===== src/rtl/c17_bist_driver.sv =====
// c17_bist_driver
//   Built-in self-test driver for the bit-level pipelined c17 core. Drives the
//   exhaustive 5-bit pattern set onto N1/N2/N3/N6/N7 at one pattern per cycle.
//   The N22/N23 responses are aligned to the core's pipeline latency and then
//   compacted into a MISR. At the end of a run the block reports the signature
//   and a pass/fail verdict against a supplied golden value.
//
// Ports
//   clk, rst_n        rising-edge clock, asynchronous active-low reset
//   start             single-cycle run request (ignored while busy)
//   golden            expected final signature, sampled as done rises
//   N22, N23          responses from the c17 core
//   N1,N2,N3,N6,N7    registered pattern bits k[0..4]
//   busy              run or drain in progress
//   done              run complete, held until the next accepted start
//   pass              signature == golden, meaningful while done=1
//   signature         current MISR contents
//
// Optional feature (macro C17_BIST_XCHK_EN)
//   Adds an internal c17 reference model that is checked on every capture.
//   The result appears on fail_any (sticky per run) and on fail_idx (the index
//   of the first mismatching pattern).
module c17_bist_driver #(
    parameter int unsigned          LATENCY  = 3,
    parameter int unsigned          PATTERNS = 32,
    parameter int unsigned          MISR_W   = 16,
    parameter logic [MISR_W-1:0]    POLY     = 16'h1021,
    parameter logic [MISR_W-1:0]    SEED     = '0
) (
    input  logic              clk,
    input  logic              rst_n,
    input  logic              start,
    input  logic [MISR_W-1:0] golden,
    input  logic              N22,
    input  logic              N23,
    output logic              N1,
    output logic              N2,
    output logic              N3,
    output logic              N6,
    output logic              N7,
    output logic              busy,
    output logic              done,
    output logic              pass,
    output logic [MISR_W-1:0] signature
`ifdef C17_BIST_XCHK_EN
    ,
    output logic              fail_any,
    output logic [4:0]        fail_idx
`endif
);

    localparam logic [1:0] ST_IDLE  = 2'd0;
    localparam logic [1:0] ST_RUN   = 2'd1;
    localparam logic [1:0] ST_DRAIN = 2'd2;
    localparam logic [1:0] ST_DONE  = 2'd3;

    // The counter must be able to hold PATTERNS (at most 32) without wrapping.
    localparam logic [5:0] PAT_END = 6'(PATTERNS);

    logic [1:0]         state_q, state_d;
    logic [5:0]         cnt_q, cnt_d;
    logic [4:0]         pat_q, pat_d;
    logic [LATENCY-1:0] vld_q, vld_d;
    logic [MISR_W-1:0]  sig_q, sig_d, misr_next;
    logic               pass_q, pass_d;
    logic               push, capture, accept;

    assign accept  = start && (state_q == ST_IDLE || state_q == ST_DONE);
    assign push    = (state_q == ST_RUN);
    assign capture = vld_q[LATENCY-1];

    // Valid pipe: one bit per driven pattern, emerging when its response is due.
    if (LATENCY == 1) begin : g_vld_one
        assign vld_d = push;
    end else begin : g_vld_many
        assign vld_d = {vld_q[LATENCY-2:0], push};
    end

    assign misr_next = {sig_q[MISR_W-2:0], 1'b0}
                     ^ (sig_q[MISR_W-1] ? POLY : '0)
                     ^ {{(MISR_W-2){1'b0}}, N23, N22};

    always_comb begin
        state_d = state_q;
        cnt_d   = cnt_q;
        pat_d   = pat_q;
        pass_d  = pass_q;
        sig_d   = capture ? misr_next : sig_q;
        if (accept) begin
            // Pattern 0 goes out on the accepting edge; the counter names the next one.
            state_d = ST_RUN;
            cnt_d   = 6'd1;
            pat_d   = 5'd0;
            sig_d   = SEED;
            pass_d  = 1'b0;
        end else begin
            case (state_q)
                ST_RUN: begin
                    if (cnt_q == PAT_END) begin
                        state_d = ST_DRAIN;
                    end else begin
                        pat_d = cnt_q[4:0];
                        cnt_d = cnt_q + 6'd1;
                    end
                end
                ST_DRAIN: begin
                    // Pipe empties on the edge of the final capture.
                    if (vld_d == '0) begin
                        state_d = ST_DONE;
                        pass_d  = (sig_d == golden);
                    end
                end
                default: ;
            endcase
        end
    end

    always_ff @(posedge clk or negedge rst_n) begin
        if (!rst_n) begin
            state_q <= ST_IDLE;
            cnt_q   <= '0;
            pat_q   <= '0;
            vld_q   <= '0;
            sig_q   <= SEED;
            pass_q  <= 1'b0;
        end else begin
            state_q <= state_d;
            cnt_q   <= cnt_d;
            pat_q   <= pat_d;
            vld_q   <= vld_d;
            sig_q   <= sig_d;
            pass_q  <= pass_d;
        end
    end

    assign {N7, N6, N3, N2, N1} = pat_q;
    assign busy      = (state_q == ST_RUN) || (state_q == ST_DRAIN);
    assign done      = (state_q == ST_DONE);
    assign pass      = pass_q;
    assign signature = sig_q;

`ifdef C17_BIST_XCHK_EN
    // Pattern delay line aligned with the valid pipe.
    logic [4:0] pdly_q [LATENCY];
    logic [4:0] chk_pat;
    logic [1:0] chk_resp;
    logic       n10, n11, n16, n19;
    logic       mismatch;
    logic       fail_any_q;
    logic [4:0] fail_idx_q;

    always_comb begin
        chk_pat  = pdly_q[LATENCY-1];
        n10      = ~(chk_pat[0] & chk_pat[2]);
        n11      = ~(chk_pat[2] & chk_pat[3]);
        n16      = ~(chk_pat[1] & n11);
        n19      = ~(n11 & chk_pat[4]);
        chk_resp = {~(n16 & n19), ~(n10 & n16)};
        mismatch = (chk_resp != {N23, N22});
    end

    always_ff @(posedge clk or negedge rst_n) begin
        if (!rst_n) begin
            for (int unsigned i = 0; i < LATENCY; i++) pdly_q[i] <= '0;
            fail_any_q <= 1'b0;
            fail_idx_q <= '0;
        end else begin
            pdly_q[0] <= pat_q;
            for (int unsigned i = 1; i < LATENCY; i++) pdly_q[i] <= pdly_q[i-1];
            if (accept) begin
                fail_any_q <= 1'b0;
                fail_idx_q <= '0;
            end else if (capture && mismatch && !fail_any_q) begin
                fail_any_q <= 1'b1;
                fail_idx_q <= chk_pat;
            end
        end
    end

    assign fail_any = fail_any_q;
    assign fail_idx = fail_idx_q;
`endif

endmodule


===== config.mk =====
export PLATFORM = sky130hd
export DESIGN_NAME = c17_bist_driver
export DESIGN_NICKNAME = d
export VERILOG_FILES = /design/src/rtl/c17_bist_driver.sv
export SDC_FILE = /design/constraint.sdc
export NUM_CORES = 1
export LEC_CHECK = 0
export ABC_AREA = 0
export BUFFER_PORTS_ARGS = -buffer_cell sky130_fd_sc_hd__clkbuf_2
export CAP_MARGIN = 10
export CORE_AREA = 3 3 73 75
export CTS_CLUSTER_DIAMETER = 40
export DETAILED_ROUTE_END_ITERATION = 8
export DIE_AREA = 0 0 76 78
export MAX_ROUTING_LAYER = met4
export PLACE_DENSITY = 0.72
export SYNTH_ARGS = -nofsm -noshare
export SYNTH_HDL_FRONTEND = slang
export SYNTH_SLANG_ARGS = --single-unit

===== constraint.sdc =====
create_clock -name clk -period 2.45 [get_ports clk]
set_clock_uncertainty 0.2 [all_clocks]
set_input_delay 0.245 -clock clk [delete_from_list [all_inputs] [get_ports clk]]
set_output_delay 0.245 -clock clk [all_outputs]
set_load 0.005 [all_outputs]

==> results.yml <==
hold_path:
  hold_path_startpoint: "golden[1]"
  min_delay_path_depth: 4
  min_to: "pass$_DFFE_PN0P_"
  hold_path_class: "in -> reg"
power_and_ir_drop:
  p_int_mw: 1.46
  pwr-share-seq_pct: 38.3
  p_comb_share_pct: 45.2
  finalPower_mw: 2.48
  p_clk_share_pct: 16.5
  p_sw_mw: 1.02
  ir_worst_vdd_mv: 0.351
  p_sw_share_pct: 41.2
  leakagePower_nw: 1.07
  powerDensity_nw_per_um2: 1110
sta:
  setup_violations: 0
  worst_pin_slew_ns: 0.806
  hold_viol_final: 0
  fmax_mhz: 483
  period_share_pct: 84.6
  whs_ns: 0.0992
  relSlewSlack_pct: 46.3
  rsz0062_at_grt: "false"
  slew_violations: 0
  min_period_ns: 2.07
  tns_ns: 0
die:
  dieArea_um2: 5930
  start_util_pct: 39.2
  core_um2: 4720
  core.rowCount: 25
  die_w_um: 76
  dieHeight_um: 78
  pin_count: 45
global_route:
  overflow: 0
  grt_pass1_wl_um: 6900
  grt_pass1_vias: 1475
  antenna_found_initial: 0
  grt_usage_pct: 14.8
  grt_max_degree: 34
synthesis:
  ys_types: 33
  synth_area_um2: 1850
  yosysWarnings: 0
  yosysSeqAreaShare_pct: 44.6
  syn_area_per_cell_um2: 9.90
  synthCells: 187
  ys_ff_latch: 33
  syn-num-nets: 214
detailed_routing:
  drt-initial-drc-count: 77
  via_per_inst: 4.95
  detail-route-antenna-nets: 0
  route.vias.total: 1474
  dr.pass1.iters: 6
  drc: 0
  drt-total-wl_um: 4020
  wl_per_cell_um: 13.5
clock_tree:
  clk_pin_slew_ns: 0.06
  ctsRootBufferMaster: "clkbuf_8"
  clock_path_buffers: 2
  cts_tree: "built"
  clk_latency_ns: 0.28
  cts_sinks: 33
  htree_levels: 2
  cts-buffers-inserted: 5
critical_path:
  crit_path_end_kind: "register"
  crit_arrival_ns: 2.04
  crit_family: "compound AO/OA/AOI/OAI gates"
  crit_top_cell: "a21oi_1"
  path_class: "reg -> reg"
  timing.rr.end: "state_q[0]$_DFFE_PN0P_"
  rrSetupSlack_ns: 0.38
  crit_buf_inv: 1
  cpMaxStageDelayCell: "o41ai_1"
  crit_fanout: 4
  required_ns: 2.42
  crit_path_start_kind: "register"
  crit_path_max_incr_delay_ns: 0.59
  path_cells: "inv_1 -> ha_1 -> nand2_1 -> o41ai_1 -> a21oi_1 -> o22ai_1 -> a21oi_1"
  ff2ff_path_depth: 7
  regToRegStartpoint: "cnt_q[0]$_DFFE_PN0P_"
placed_design:
  place_hpwl_um: 3100
  io_buffers: 44
  gp_congestion: 0.848
finish:
  antenna_cells: 0
  drive_gt1_share_pct: 23.8
  area_delta_synth_final_pct: 20.2
  final_nets: 258
  utilization_pct: 47.1
outcome:
  outcome: "finished, final reports clean"
flow_run:
  cap_viol_max_count: 0
[how the worst max path moves through the flow]
stage | startpoint | end | cells after the start
floorplan | state_q[0]$_DFFE_PN0P_ | pass$_DFFE_PN0P_ | 7
global placement | state_q[0]$_DFFE_PN0P_ | pass$_DFFE_PN0P_ | 6
detailed placement | state_q[0]$_DFFE_PN0P_ | pass$_DFFE_PN0P_ | 6
CTS | cnt_q[0]$_DFFE_PN0P_ | state_q[0]$_DFFE_PN0P_ | 7
global route | cnt_q[0]$_DFFE_PN0P_ | state_q[0]$_DFFE_PN0P_ | 7
finish | cnt_q[0]$_DFFE_PN0P_ | state_q[0]$_DFFE_PN0P_ | 7
[registers in the layout, indices dropped and copies added (netlist names)]
register and cells:
signature 16, cnt_q 6, pat_q 5, vld_q 3
state_q 2, pass 1
[Yosys cell counts (all sizes together)]
library cell  number  area, um2
o32ai              1       8.76
a2111oi            1       8.76
a32oi              1       8.76
nand4              3       18.8
nor2              29        109
a211oi             3       22.5
ha                 6       75.1
o31ai              1       12.5
and2               3       18.8
xor2              12        105
nand3              3       15.0
o22ai              2       12.5
or3                1       6.26
inv                9       33.8
buf                5       26.3
clkbuf             6       22.5
xnor2             19        166
nand2              7       26.3
a211o              1       8.76
dfrtp             33        826
nor3b              1       7.51
a21oi             12       60.1
mux2i             15        150
o21ai              4       20.0
o41ai              2       36.3
or4                1       7.51
nor3               3       15.0
a221oi             1       8.76
a22oi              2       15.0
[tightest hold or removal path: cells and delay by family]
| family | cells | cell delay (ns) |
|---|---|---|
| buf+inv | 1 | 0.09 |
| simple gates | 1 | 0.08 |
| xor+xnor | 1 | 0.06 |
| compound gates | 1 | 0.06 |
[stage by stage]
| stage | area, um2 | setup slack (ns) | instances |
|---|---|---|---|
| after floorplan | 1850 | 0.500 | 187 |
| after global placement | 2130 | 0.485 | 290 |
| after detailed placement | 2130 | 0.403 | 290 |
| final | 2230 | 0.378 | 298 |
| after CTS | 2230 | 0.387 | 298 |
| after global routing | 2230 | 0.184 | 298 |
[cells in the final DEF, fill, tap and decap left out, types with 2 or more instances in the layout]
cell type	instances
inv_1	9
clkbuf_8	6
mux2i_1	15
a22oi_1	2
nand2_1	7
a21oi_1	12
ha_1	6
a211oi_1	3
xor2_1	12
clkbuf_2	44
o22ai_1	2
o21ai_0	4
buf_4	3
nor3_1	3
nand3_1	3
xnor2_1	19
dfrtp_1	33
nand4_1	3
nor2_1	29
and2_1	2
[per-layer routing]
| metal | wire length [um] | part of all wire, % | GRT usage [%] | vias up |
|---|---|---|---|---|
| met1 | 1910 | 48 | 19.3 | 708 |
| met2 | 1850 | 46 | 22.3 | 34 |
| met5 | 0 | 0 | - | - |
| met3 | 169 | 4.2 | 2.78 | 9 |
| li1 | - | - | - | 723 |
| met4 | 87 | 2.2 | 7.25 | 0 |
[final cells by class]
type | count | area [um2]
multi-input cells | 134 | 943
well taps | 67 | 83.8
repair buffers | 48 | 253
flip-flops and latches | 33 | 826
clock buffers | 7 | 86.3
inverters | 9 | 33.8
fillers | 456 | 2500
[cell families after synthesis]
| logic type | after synthesis | synth area share [%] |
|---|---|---|
| compound gates | 31 | 12.0 |
| xor+xnor | 31 | 14.7 |
| fa+ha+maj | 6 | 4.05 |
| buf+inv | 20 | 4.46 |
| flops | 33 | 44.6 |
| mux | 15 | 8.11 |
| simple gates | 51 | 12.1 |
[power by group through the flow]
stage	Combinational, mW	Sequential [mW]	Clock (mW)
after global placement	1.11	0.954	0
after CTS	1.14	0.950	0.422
after floorplan	0.864	0.869	0
final	1.12	0.949	0.408
after detailed placement	1.13	0.959	0
after global routing	1.27	0.985	0.445
[repair_timing]
action                     4_1_cts  5_1_grt
resized for setup                0        0
setup buffers                    0        0
setup endpoints to repair        0        0
hold endpoints to repair        33        0
hold buffers                     1        0
No activity file was read; power rests on OpenSTA's default activity.
